**config.mk**
```make
export PLATFORM = sky130hd
export DESIGN_NAME = keypad_scan_flat
export DESIGN_NICKNAME = d
export VERILOG_FILES = /design/src/rtl/keypad_scan_if.sv /design/src/rtl/keypad_scan.sv /design/src/flat_wrapper.sv
export SDC_FILE = /design/constraint.sdc
export NUM_CORES = 1
export LEC_CHECK = 0
export CAP_MARGIN = 20
export CORE_UTILIZATION = 64
export DETAILED_ROUTE_END_ITERATION = 7
export DONT_BUFFER_PORTS = 1
export HOLD_SLACK_MARGIN = 0.05
export PLACE_DENSITY = 0.8
export RECOVER_POWER = 100
export SLEW_MARGIN = 20
export SYNTH_ARGS = -nofsm -noshare
export SYNTH_HDL_FRONTEND = slang
export SYNTH_SLANG_ARGS = --single-unit
```
**constraint.sdc**
```tcl
create_clock -name clk -period 3.8 [get_ports clk]
set_input_delay 0.76 -clock clk [delete_from_list [all_inputs] [get_ports clk]]
set_output_delay 0.76 -clock clk [all_outputs]
set_load 0.01 [all_outputs]
```
**src/rtl/keypad_scan_if.sv**
```systemverilog
// Keypad bundle: column drive and row return toward the matrix, plus decoded key outputs.
// The scanner is the master end; the consumer / keypad side uses the slave modport.
interface keypad_scan_if;
    logic [3:0] row_in;
    logic [3:0] col_out;
    logic [3:0] key_code;
    logic       key_valid;
    logic       key_held;

    modport master (input row_in, output col_out, key_code, key_valid, key_held);
    modport slave  (output row_in, input col_out, key_code, key_valid, key_held);
endinterface

```
**src/rtl/keypad_scan.sv**
```systemverilog
// 4x4 matrix keypad scanner: rotates an active-low column, synchronizes rows, emits one strobe per press.
// Optional feature macro: KEYPAD_SCAN_DEBOUNCE_EN (multi-sample press/release confirmation).
module keypad_scan #(
    parameter int SCAN_DIV     = 1000,
    parameter int DEBOUNCE_CNT = 4
) (
    input  logic          clk,
    input  logic          rst,
    keypad_scan_if.master kp
);
    localparam int DW = $clog2(SCAN_DIV);

    typedef enum logic [1:0] {SCAN, DEBOUNCE, HELD, RELEASE} state_t;

    if (SCAN_DIV < 4 || DEBOUNCE_CNT < 1) begin : g_param_check
        $error("keypad_scan: SCAN_DIV must be >= 4 and DEBOUNCE_CNT >= 1");
    end

    state_t        state_q, state_d;
    logic [DW-1:0] div_q, div_d;
    logic [1:0]    col_idx_q, col_idx_d;
    logic [1:0]    cap_row_q, cap_row_d;
    logic [3:0]    sync_q, row_s_q;
    logic [3:0]    key_code_q, key_code_d;
    logic          key_valid_q, key_valid_d;
    logic [1:0]    low_idx;
    logic          any_low, dwell_end, cap_low;
    logic [3:0]    col_dec;

`ifdef KEYPAD_SCAN_DEBOUNCE_EN
    localparam int            CW      = $clog2(DEBOUNCE_CNT + 1);
    localparam logic [CW-1:0] CNT_MAX = CW'(DEBOUNCE_CNT);
    logic [CW-1:0] cnt_q, cnt_d, cnt_inc;

    // Saturating so a long run of samples can never wrap back to zero.
    assign cnt_inc = (cnt_q == CNT_MAX) ? cnt_q : cnt_q + 1'b1;
`endif

    assign dwell_end = (div_q == DW'(SCAN_DIV - 1));
    assign div_d     = dwell_end ? '0 : div_q + 1'b1;
    assign any_low   = ~&row_s_q;
    assign cap_low   = ~row_s_q[cap_row_q];

    // Lowest-index pressed row wins when several rows are low together.
    always_comb begin
        low_idx = 2'd0;
        for (int i = 3; i >= 0; i--) begin
            if (!row_s_q[i]) low_idx = 2'(i);
        end
    end

    for (genvar gi = 0; gi < 4; gi++) begin : g_col
        assign col_dec[gi] = (col_idx_q != 2'(gi));
    end

    assign kp.col_out   = col_dec;
    assign kp.key_code  = key_code_q;
    assign kp.key_valid = key_valid_q;
    assign kp.key_held  = (state_q == HELD) || (state_q == RELEASE);

    always_comb begin
        state_d     = state_q;
        col_idx_d   = col_idx_q;
        cap_row_d   = cap_row_q;
        key_code_d  = key_code_q;
        key_valid_d = 1'b0;
`ifdef KEYPAD_SCAN_DEBOUNCE_EN
        cnt_d       = cnt_q;
`endif
        if (dwell_end) begin
            case (state_q)
                SCAN: begin
                    if (any_low) begin
                        cap_row_d = low_idx;
`ifdef KEYPAD_SCAN_DEBOUNCE_EN
                        cnt_d     = '0;
                        state_d   = DEBOUNCE;
`else
                        key_code_d  = {low_idx, col_idx_q};
                        key_valid_d = 1'b1;
                        state_d     = HELD;
`endif
                    end else begin
                        col_idx_d = col_idx_q + 1'b1;
                    end
                end
`ifdef KEYPAD_SCAN_DEBOUNCE_EN
                DEBOUNCE: begin
                    if (cap_low) begin
                        cnt_d = cnt_inc;
                        if (cnt_inc == CNT_MAX) begin
                            key_code_d  = {cap_row_q, col_idx_q};
                            key_valid_d = 1'b1;
                            state_d     = HELD;
                        end
                    end else begin
                        state_d   = SCAN;
                        col_idx_d = col_idx_q + 1'b1;
                    end
                end
                HELD: begin
                    if (!cap_low) begin
                        cnt_d   = '0;
                        state_d = RELEASE;
                    end
                end
                RELEASE: begin
                    if (!cap_low) begin
                        cnt_d = cnt_inc;
                        if (cnt_inc == CNT_MAX) begin
                            state_d   = SCAN;
                            col_idx_d = col_idx_q + 1'b1;
                        end
                    end else begin
                        cnt_d = '0;
                    end
                end
`else
                HELD: begin
                    if (!cap_low) begin
                        state_d   = SCAN;
                        col_idx_d = col_idx_q + 1'b1;
                    end
                end
`endif
                default: state_d = SCAN;
            endcase
        end
    end

    always_ff @(posedge clk or posedge rst) begin
        if (rst) begin
            state_q     <= SCAN;
            div_q       <= '0;
            col_idx_q   <= 2'd0;
            cap_row_q   <= 2'd0;
            sync_q      <= 4'hF;
            row_s_q     <= 4'hF;
            key_code_q  <= 4'h0;
            key_valid_q <= 1'b0;
`ifdef KEYPAD_SCAN_DEBOUNCE_EN
            cnt_q       <= '0;
`endif
        end else begin
            state_q     <= state_d;
            div_q       <= div_d;
            col_idx_q   <= col_idx_d;
            cap_row_q   <= cap_row_d;
            sync_q      <= kp.row_in;
            row_s_q     <= sync_q;
            key_code_q  <= key_code_d;
            key_valid_q <= key_valid_d;
`ifdef KEYPAD_SCAN_DEBOUNCE_EN
            cnt_q       <= cnt_d;
`endif
        end
    end
endmodule

```
**src/flat_wrapper.sv**
```systemverilog
// flat-port wrapper written by rule: the top's interface ports become plain ports
module keypad_scan_flat 
#(
    parameter int SCAN_DIV     = 1000,
    parameter int DEBOUNCE_CNT = 4
)
  (clk, rst, kp_row_in, kp_col_out, kp_key_code, kp_key_valid, kp_key_held);
  keypad_scan_if kp_i ();
  input  logic clk;
  input  logic rst;
  input wire logic [$bits(kp_i.row_in)-1:0] kp_row_in;
  output wire logic [$bits(kp_i.col_out)-1:0] kp_col_out;
  output wire logic [$bits(kp_i.key_code)-1:0] kp_key_code;
  output wire logic [$bits(kp_i.key_valid)-1:0] kp_key_valid;
  output wire logic [$bits(kp_i.key_held)-1:0] kp_key_held;
  assign kp_i.row_in = kp_row_in;
  assign kp_col_out = kp_i.col_out;
  assign kp_key_code = kp_i.key_code;
  assign kp_key_valid = kp_i.key_valid;
  assign kp_key_held = kp_i.key_held;
  keypad_scan #(.SCAN_DIV(SCAN_DIV), .DEBOUNCE_CNT(DEBOUNCE_CNT)) u_core (.clk(clk), .rst(rst), .kp(kp_i));
endmodule
```
; ---- Word-level counts from Yosys, hierarchy flattened
; Index checks and enable logic that the tools add are counted.
[classes]
eq_ne = 9
n_mux = 16
n_lt_le_gt_ge = 1
n_addsub = 2
n_reduce_logical = 8
n_bitwise = 1
[ops]
columns = cell, count
row1 = 2-bit 2-to-1 mux, 8
row2 = "10-bit by 1-bit adder with 10-bit output, second input constant", 1
row3 = "10-bit equality test, second input constant", 1
row4 = 10-bit 2-to-1 mux, 1
row5 = "2-bit inequality test, second input constant", 4
row6 = 2-bit case mux with 2 select lines, 2
row7 = 4-bit AND reduction, 2
row8 = 3-bit AND reduction, 2
row9 = "2-bit equality test, second input constant", 2
row10 = 1-bit 2-to-1 mux, 4
row11 = "2-bit by 1-bit inequality test with 1-bit output, second input constant", 2
row12 = 2-bit nonzero test, 2
row13 = "2-bit by 3-bit < comparator with 1-bit output, second input constant", 1
row14 = "2-bit by 1-bit adder with 2-bit output, second input constant", 1
row15 = 1-bit binary-select mux with 2-bit select, 1
row16 = 2-bit logical NOT, 1
row17 = 1-bit logical OR, 1
row18 = 1-bit inverter, 1
[totals]
inputBits = 6
out_inout_bits = 10
word_cells = 45
reg_bits = 29

; ---- Depth between registers and ports, before layout
; Gate-level depths: netlist of the first run.
[depth]
depth_word = 4
depth_mapped = 6
mapped_depth_nobuf = 5

; ---- Worst setup path after synthesis of the first run
; Ideal clock, no wire load.
[synth_path]
path_type = reg-to-reg
start = register u_core.div_q[4]
end = register u_core.col_idx_q[1]
required_ns = 3.675
t_arrival_ns = 1.661
path_stages_with_launch = 6
path_buffers = 1
setup_ns = 0.125
synth_period_minus_slack_ns = 1.786
setup_slack_ns = 2.014
cell_sequence = dfrtp_1 and4bb_1 and4_1 buf_6 or3b_4 mux2_4
[synth_between]
elab_chain_cells = 2
[synth_rtl]
columns = item, line
row1 = from (decl), keypad_scan.sv:20  ; logic [DW-1:0] div_q, div_d;
row2 = from (signal assigned), keypad_scan.sv:146  ; div_q <= div_d;
row3 = 10-bit equality test, keypad_scan.sv:39  ; assign dwell_end = (div_q == DW'(SCAN_DIV - 1));
row4 = 4-bit AND reduction (no line), -
row5 = to (signal assigned), keypad_scan.sv:147  ; col_idx_q <= col_idx_d;
row6 = to (decl), keypad_scan.sv:21  ; logic [1:0] col_idx_q, col_idx_d;
; No other way between the ends.
; A chain may end at the register's enable or synchronous reset.

; ---- Final worst setup path of the first run
[layout_path]
start = register u_core.div_q[0]
end = register u_core.col_idx_q[1]
; The elaborated chain is that of the path after synthesis.

==> metrics, run 1 <==
Cell Count Post-Placement 100; CTS Hold Bufs 0; Max transition margin 40.33%; family with the most delay on the worst path simple AND/OR/NAND/NOR gates; element type at the critical path end flop; end of the worst hold path u_core.row_s_q[0]; net count of the mapped netlist 96; number of nets in the finished design 100; fraction of final layout cells with drive strength greater than 1 21.59%; part of the Yosys area used for sequential elements 59.39%; initial cell density of the core 71.35%; logic gate share of total power 1.6%; number of distinct library cell variants in the gate-level netlist after synthesis 30; flop-to-flop setup slack 1.78 ns; data required time of the worst path 4.01 ns; total met2 wirelength after detailed routing 717 um; type of the worst min-delay path flop to flop; asr flop ratio synth 100.0%; wire length of the first global-routing pass 2.608 mm; total setup buffers inserted after CTS 0; detailed-route vias per instance 5.952; count of routing violations after the opening detailed-route iteration 11; ratio of total power to cell area 369.2 mW/mm^2; total power 0.0004250 W; most frequent cell after synthesis dfrtp_1; number of antenna violations at the first check in global routing 0; largest voltage drop on the vdd net 0.3197 mV; wire length after detailed routing 1.452 mm; area fraction of the dominant cell type after synthesis 40.49%; static power due to leakage 0.5367 nW; count of clock tree sinks 26; count of placed standard cells in the final layout, fillers left out 104; number of vias after detailed routing 619; DIE HEIGHT 43.69 um; failing checks design-rule violations; RR Startpoint u_core.div_q[0]; transition time at the pin with the least slew margin 0.8940 ns; highest achievable clock rate 0.4961 GHz; first-pass iteration count of the detailed router 6; clock buffer count from CTS 3; H-tree lvl count 1; Root Driver clkbuf_4; RSZ-0062 raised after global routing no; Placement Rows 14; Register-to-Register Path Depth 4; Internal Pwr Total 0.0003447 W; worst-case clock skew 0.003377 ns; number of diodes added for antenna fixing 0; CP startpoint kind flop; fraction of power spent switching nets 18.90%; mean cell area of the mapped netlist 13.09 sq um; number of buffers on the longest clock path 2; Critical Path Fanout Max 10; worst endpoint data arrival time 2.22 ns; CP bufs+invs 0; number of nets with antenna violations after routing 0; number of global-route vias before repair 605; worst min-delay path startpoint u_core.sync_q[0]; Clock power frac 30.8%; dominant cell type by area after synthesis dfrtp_1; HPWL Detailed 1.065 mm; count of final hold-check violations 0; yosys warns 0; DRC errors left 2; GP Congestion 0.8017; biggest area contributors in the synthesized netlist dfrtp_1 (40%), dfstp_2 (19%), ha_1 (5.6%); netlist area before placement 0.001112 sq mm; clock-pin slew on the worst setup and hold paths 0.13 ns; period utilisation layout 53.05%; core footprint 0.001559 sq mm; highest routing layer actually used met4; final period demand of the worst path 2.016 ns; Max Cap Violations 0; synth-to-layout area growth 3.487%; wire length on met3 41 um; Ports 16; final-report setup violation count 0; delay of the slowest cell on the worst path 0.44 ns; end of the worst register-to-register path u_core.col_idx_q[1]; cell-by-cell listing of the critical path ha_1 -> and4_1 -> or3b_1 -> mux2_1; hold path cells 0; pin count of the biggest net entering global routing 27; global router's overall resource usage 18.69%; average detailed-routed wire length per instance 13.96 um; clock tree from TritonCTS done; register bit count reported by yosys 26; floorplan die width 43.69 um; flip-flop cell with the highest count after synthesis dfrtp_1; most frequent cells after synthesis dfrtp_1 (18), dfstp_2 (8), inv_1 (8), ha_1 (5); number of synthesized flops with an enable pin 0; max-slew violation count 0; proportion of power drawn by flip-flops and latches 67.6%; Remaining Overflow, GRT 0; cells resized by post-CTS repair 0; Net Switching 0.00008032 W; count of input and output buffers 0; M1 WL 668 um; final-layout setup total negative slack 0 ns; Die Footprint 0.001909 sq mm; Worst Path Class, Setup flop to flop; Max stage delay cell, worst path dfrtp_1; cell count after synthesis 85; clock insertion delay at the later pin of the skew report 0.31 ns; run status finished with violations
how the worst max path moves through the flow:
stage                               end  slack (ns)  cells past startpoint             from
CTS                 u_core.col_idx_q[1]        1.82                      4  u_core.div_q[0]
floorplan           u_core.col_idx_q[1]        2.01                      5  u_core.div_q[4]
detailed placement  u_core.col_idx_q[1]        1.84                      4  u_core.div_q[0]
global route        u_core.col_idx_q[1]        1.67                      4  u_core.div_q[0]
finish              u_core.col_idx_q[1]        1.78                      4  u_core.div_q[0]
global placement    u_core.col_idx_q[1]        1.90                      4  u_core.div_q[4]
flip-flops by register name (all words and copies together), names as in the netlist:
signal,count
u_core.kp.key_code,4
u_core.sync_q,4
u_core.div_q,10
u_core.col_idx_q,2
u_core.state_q,1
u_core.kp.key_valid,1
u_core.row_s_q,4
cell usage in the layout, fill, tap and decap left out, types with 2 or more instances in the layout:
| cell type | n |
|---|---|
| mux2_2 | 3 |
| xnor2_1 | 2 |
| o21ai_0 | 3 |
| nand3_1 | 4 |
| clkbuf_4 | 3 |
| and4_1 | 2 |
| nor2b_1 | 3 |
| xor2_1 | 4 |
| nor2_1 | 4 |
| ha_1 | 5 |
| a22o_1 | 2 |
| and3_2 | 2 |
| inv_1 | 8 |
| dfrtp_1 | 18 |
| nand2_1 | 2 |
| dfstp_2 | 8 |
metrics by stage:
stage | setup slack, ns | util [%] | area, sq um | hold slack [ns]
floorplan | 2.014 | - | 1112 | 0.3452
global placement | 1.898 | 71.91 | 1121 | 0.3464
detailed placement | 1.835 | 71.91 | 1121 | 0.3488
CTS | 1.816 | 74.24 | 1157 | 0.3656
global route | 1.670 | 73.84 | 1151 | 0.3700
finish | 1.784 | 73.84 | 1151 | 0.3669
kinds of logic (layout without fill, tap and decap cells):
kind of cell,Yosys count,count (layout),share of synthesized area (%)
buffers and inverters,9,12,3.712
flip-flops,26,26,59.39
adder cells (fa/ha/maj),5,5,5.624
XOR/XNOR,6,6,4.724
AO/OA/AOI/OAI,12,12,7.650
multiplexers,5,5,6.411
AND/OR/NAND/NOR,22,22,12.49
cell type report:
type / count / area, sq um
clock buffer: 4 / 36.28
fill: 108 / 407.9
inverter: 8 / 30.03
multi-input combinational: 50 / 404.1
sequential: 26 / 660.6
tap: 16 / 20.02
metal layers:
layer / vias to the layer above / global-route usage, %
li1: 297 / -
met1: 301 / 24.78
met2: 17 / 31.34
met3: 4 / 2.500
met4: 0 / 7.500
met5: - / 0
power groups by stage:
stage                      logic [W]  registers, W  clock network, W
after floorplan           0.00000610      0.000291                 0
after CTS                 0.00000739      0.000287          0.000136
after global placement    0.00000728      0.000292                 0
final                     0.00000698      0.000287          0.000131
after global routing      0.00000861      0.000288          0.000146
after detailed placement  0.00000740      0.000292                 0
(Power assumes the default switching activity.)
==> run 2: changes to the inputs <==
--- a/config.mk
+++ b/config.mk
@@ -6,11 +6,11 @@
 export NUM_CORES = 1
 export LEC_CHECK = 0
 export CAP_MARGIN = 20
-export CORE_UTILIZATION = 64
+export CORE_UTILIZATION = 60
 export DETAILED_ROUTE_END_ITERATION = 7
 export DONT_BUFFER_PORTS = 1
 export HOLD_SLACK_MARGIN = 0.05
-export PLACE_DENSITY = 0.8
+export PLACE_DENSITY = 0.76
 export RECOVER_POWER = 100
 export SLEW_MARGIN = 20
 export SYNTH_ARGS = -nofsm -noshare
==> constraint.sdc (replaced) <==
create_clock -name clk -period 2 [get_ports clk]
set_input_delay 0.4 -clock clk [delete_from_list [all_inputs] [get_ports clk]]
set_output_delay 0.4 -clock clk [all_outputs]
set_load 0.01 [all_outputs]
==> run 2 against run 1 <==
Net effect:
- the flow now finishes without violations
- combinational power increased to 3.2 times the previous value
- sequential cell count unchanged
- clock power increased to 2.7 times the previous value
- critical path type unchanged
- largest cell class unchanged
- highest routed layer unchanged
==> metrics, run 2 (synthesis gave the netlist of run 1 again) <==
highest achievable clock rate 0.5360 GHz (+8.0%); largest voltage drop on the vdd net 0.7114 mV (+120%); max-slew violation count 0 (unchanged); Global Route met2 Usage 27.54% (-3.8 points); Root Driver clkbuf_4; DIE HEIGHT 45.06 um (+3.1%); count of final hold-check violations 0 (unchanged); wire length of the first global-routing pass 2.559 mm (-1.9%); cells resized by post-CTS repair 0 (unchanged); clock tree from TritonCTS done; Register-to-Register Path Depth 4 (unchanged); synth-to-layout area growth 11.14%; clock-pin slew on the worst setup and hold paths 0.13 ns (about the same); GR met1 Demand/Resource 24.80% (about the same); type of the worst min-delay path flop to flop; wire length after detailed routing 1.539 mm (+6.0%); H-tree lvl count 1 (unchanged); end of the worst register-to-register path u_core.col_idx_q[1]; register with the most flip-flops u_core.div_q; clock buffer count from CTS 3 (unchanged); DRC errors left 0 (-2); GP Congestion 0.8149 (+1.6%); number of buffers on the longest clock path 2 (unchanged); run status finished, final reports clean; Die Footprint 0.002030 sq mm (+6.3%); CTS Hold Bufs 5 (+5); count of input and output buffers 0 (unchanged); clock insertion delay at the later pin of the skew report 0.32 ns (about the same); worst-case clock skew 0.006822 ns (+0.003445 ns); Max transition margin 60.76% (+20 points); number of global-route vias before repair 580 (-4.1%); final-layout setup total negative slack 0 ns (unchanged); average detailed-routed wire length per instance 12.83 um (-8.1%); fraction of final layout cells with drive strength greater than 1 20.00% (-1.6 points); RSZ-0062 raised after global routing no; first-pass iteration count of the detailed router 4 (-2); RR Startpoint u_core.div_q[4]; hold path cells 0 (unchanged); Ports 16 (unchanged); global router's overall resource usage 18.33% (-0.36 points); worst endpoint data arrival time 2.08 ns (-0.14 ns); number of antenna violations at the first check in global routing 0 (unchanged); startpoint of the most critical setup path u_core.div_q[4]; final-report setup violation count 0 (unchanged); count of routing violations after the opening detailed-route iteration 12 (+1); commonest non-fill, non-tap cells in the layout dfrtp_1 (18), inv_1 (8), dfstp_2 (8); Remaining Overflow, GRT 0 (unchanged); number of diodes added for antenna fixing 0 (unchanged); end of the worst hold path u_core.row_s_q[3]; worst min-delay path startpoint u_core.sync_q[3]; initial cell density of the core 64.42% (-6.9 points); count of clock tree sinks 26 (unchanged); data required time of the worst path 2.22 ns (-1.79 ns); total power 0.0009205 W (+120%); final standard cell utilization of the core 71.59% (-2.2 points); element type at the critical path end flop; flop-to-flop setup slack 0.13 ns (-1.65 ns); core footprint 0.001727 sq mm (+11%); period utilisation layout 93.29% (+40 points); floorplan die width 45.06 um (+3.1%); HPWL Detailed 1.149 mm (+7.8%); area of all placed cells without fillers 0.001236 sq mm (+7.4%); detailed-route vias per instance 5.233 (-12%); number of vias after detailed routing 628 (+1.5%); Largest register FFs 10 (unchanged); transition time at the pin with the least slew margin 0.5880 ns (-0.3060 ns); Critical Path Fanout Max 5 (-5); static power due to leakage 0.5669 nW (+5.6%); total setup buffers inserted after CTS 0 (unchanged); pin count of the biggest net entering global routing 18 (-33%); Worst Path Class, Setup flop to flop; busiest layer in global routing met2; number of nets with antenna violations after routing 0 (unchanged); most frequent standard cell in the layout excluding fill and tap cells dfrtp_1; Placement Rows 15 (+1); Placed Area 0.001147 sq mm (+2.3%); Max Cap Violations 0 (unchanged); CP startpoint kind flop; final period demand of the worst path 1.866 ns (-0.1501 ns); number of nets in the finished design 107 (+7.0%); ratio of total power to cell area 744.7 mW/mm^2 (+100%); GR Layer Usage met3 3.600% (+1.1 points)
-- run 2: worst max-delay path by stage --
| stage | to | cells after the start |
|---|---|---|
| detailed placement | u_core.col_idx_q[1] | 4 |
| CTS | u_core.col_idx_q[1] | 4 |
| floorplan | u_core.col_idx_q[1] | 5 |
| global route | u_core.col_idx_q[1] | 4 |
| global placement | u_core.col_idx_q[1] | 4 |
| finish | u_core.col_idx_q[1] | 4 |
-- run 2: layout make-up --
type	count	area [sq um]
Clock buffer	3	22.52
Clock inverter	1	30.03
Fill cell	125	490.5
Inverter	8	30.03
Multi-Input combinational cell	50	404.1
Sequential cell	26	660.6
Tap cell	25	31.28
Timing Repair Buffer	7	57.56
-- run 2: stage by stage --
| stage | hold slack [ns] | setup slack [ns] | instances |
|---|---|---|---|
| after floorplan | 0.3452 | 0.2144 | 85 |
| after global placement | 0.3457 | 0.2286 | 111 |
| after detailed placement | 0.3487 | 0.1777 | 111 |
| after CTS | 0.3684 | 0.1582 | 120 |
| after global routing | 0.3698 | 0.05718 | 120 |
| final | 0.3669 | 0.1343 | 120 |
-- run 2: per-layer routing --
layer	vias up	routed length, um
li1	313	-
met1	297	704
met2	14	767
met3	4	41
met4	0	26
met5	-	0
-- run 2: worst max-delay path, stage by stage, from the launching register on --
cell and delay, ns:
dfrtp_1 0.43, and4bb_1 0.31, and4_1 0.28, or3b_1 0.43
mux2_1 0.33
-- run 2: where the power goes --
part | leakage [nW] | internal [W] | switching [W]
Clock | 0.0279 | 0.000203 | 0.000150
Sequential | 0.321 | 0.000541 | 0.00000487
Combinational | 0.218 | 0.0000100 | 0.0000121
==> run 3: changes to the inputs <==
--- a/config.mk
+++ b/config.mk
@@ -5,7 +5,6 @@
 export SDC_FILE = /design/constraint.sdc
 export NUM_CORES = 1
 export LEC_CHECK = 0
-export CAP_MARGIN = 20
 export CORE_UTILIZATION = 60
 export DETAILED_ROUTE_END_ITERATION = 7
 export DONT_BUFFER_PORTS = 1
==> results of run 3 <==
No change in the layout: final DEF, timing and power equal those of run 2.
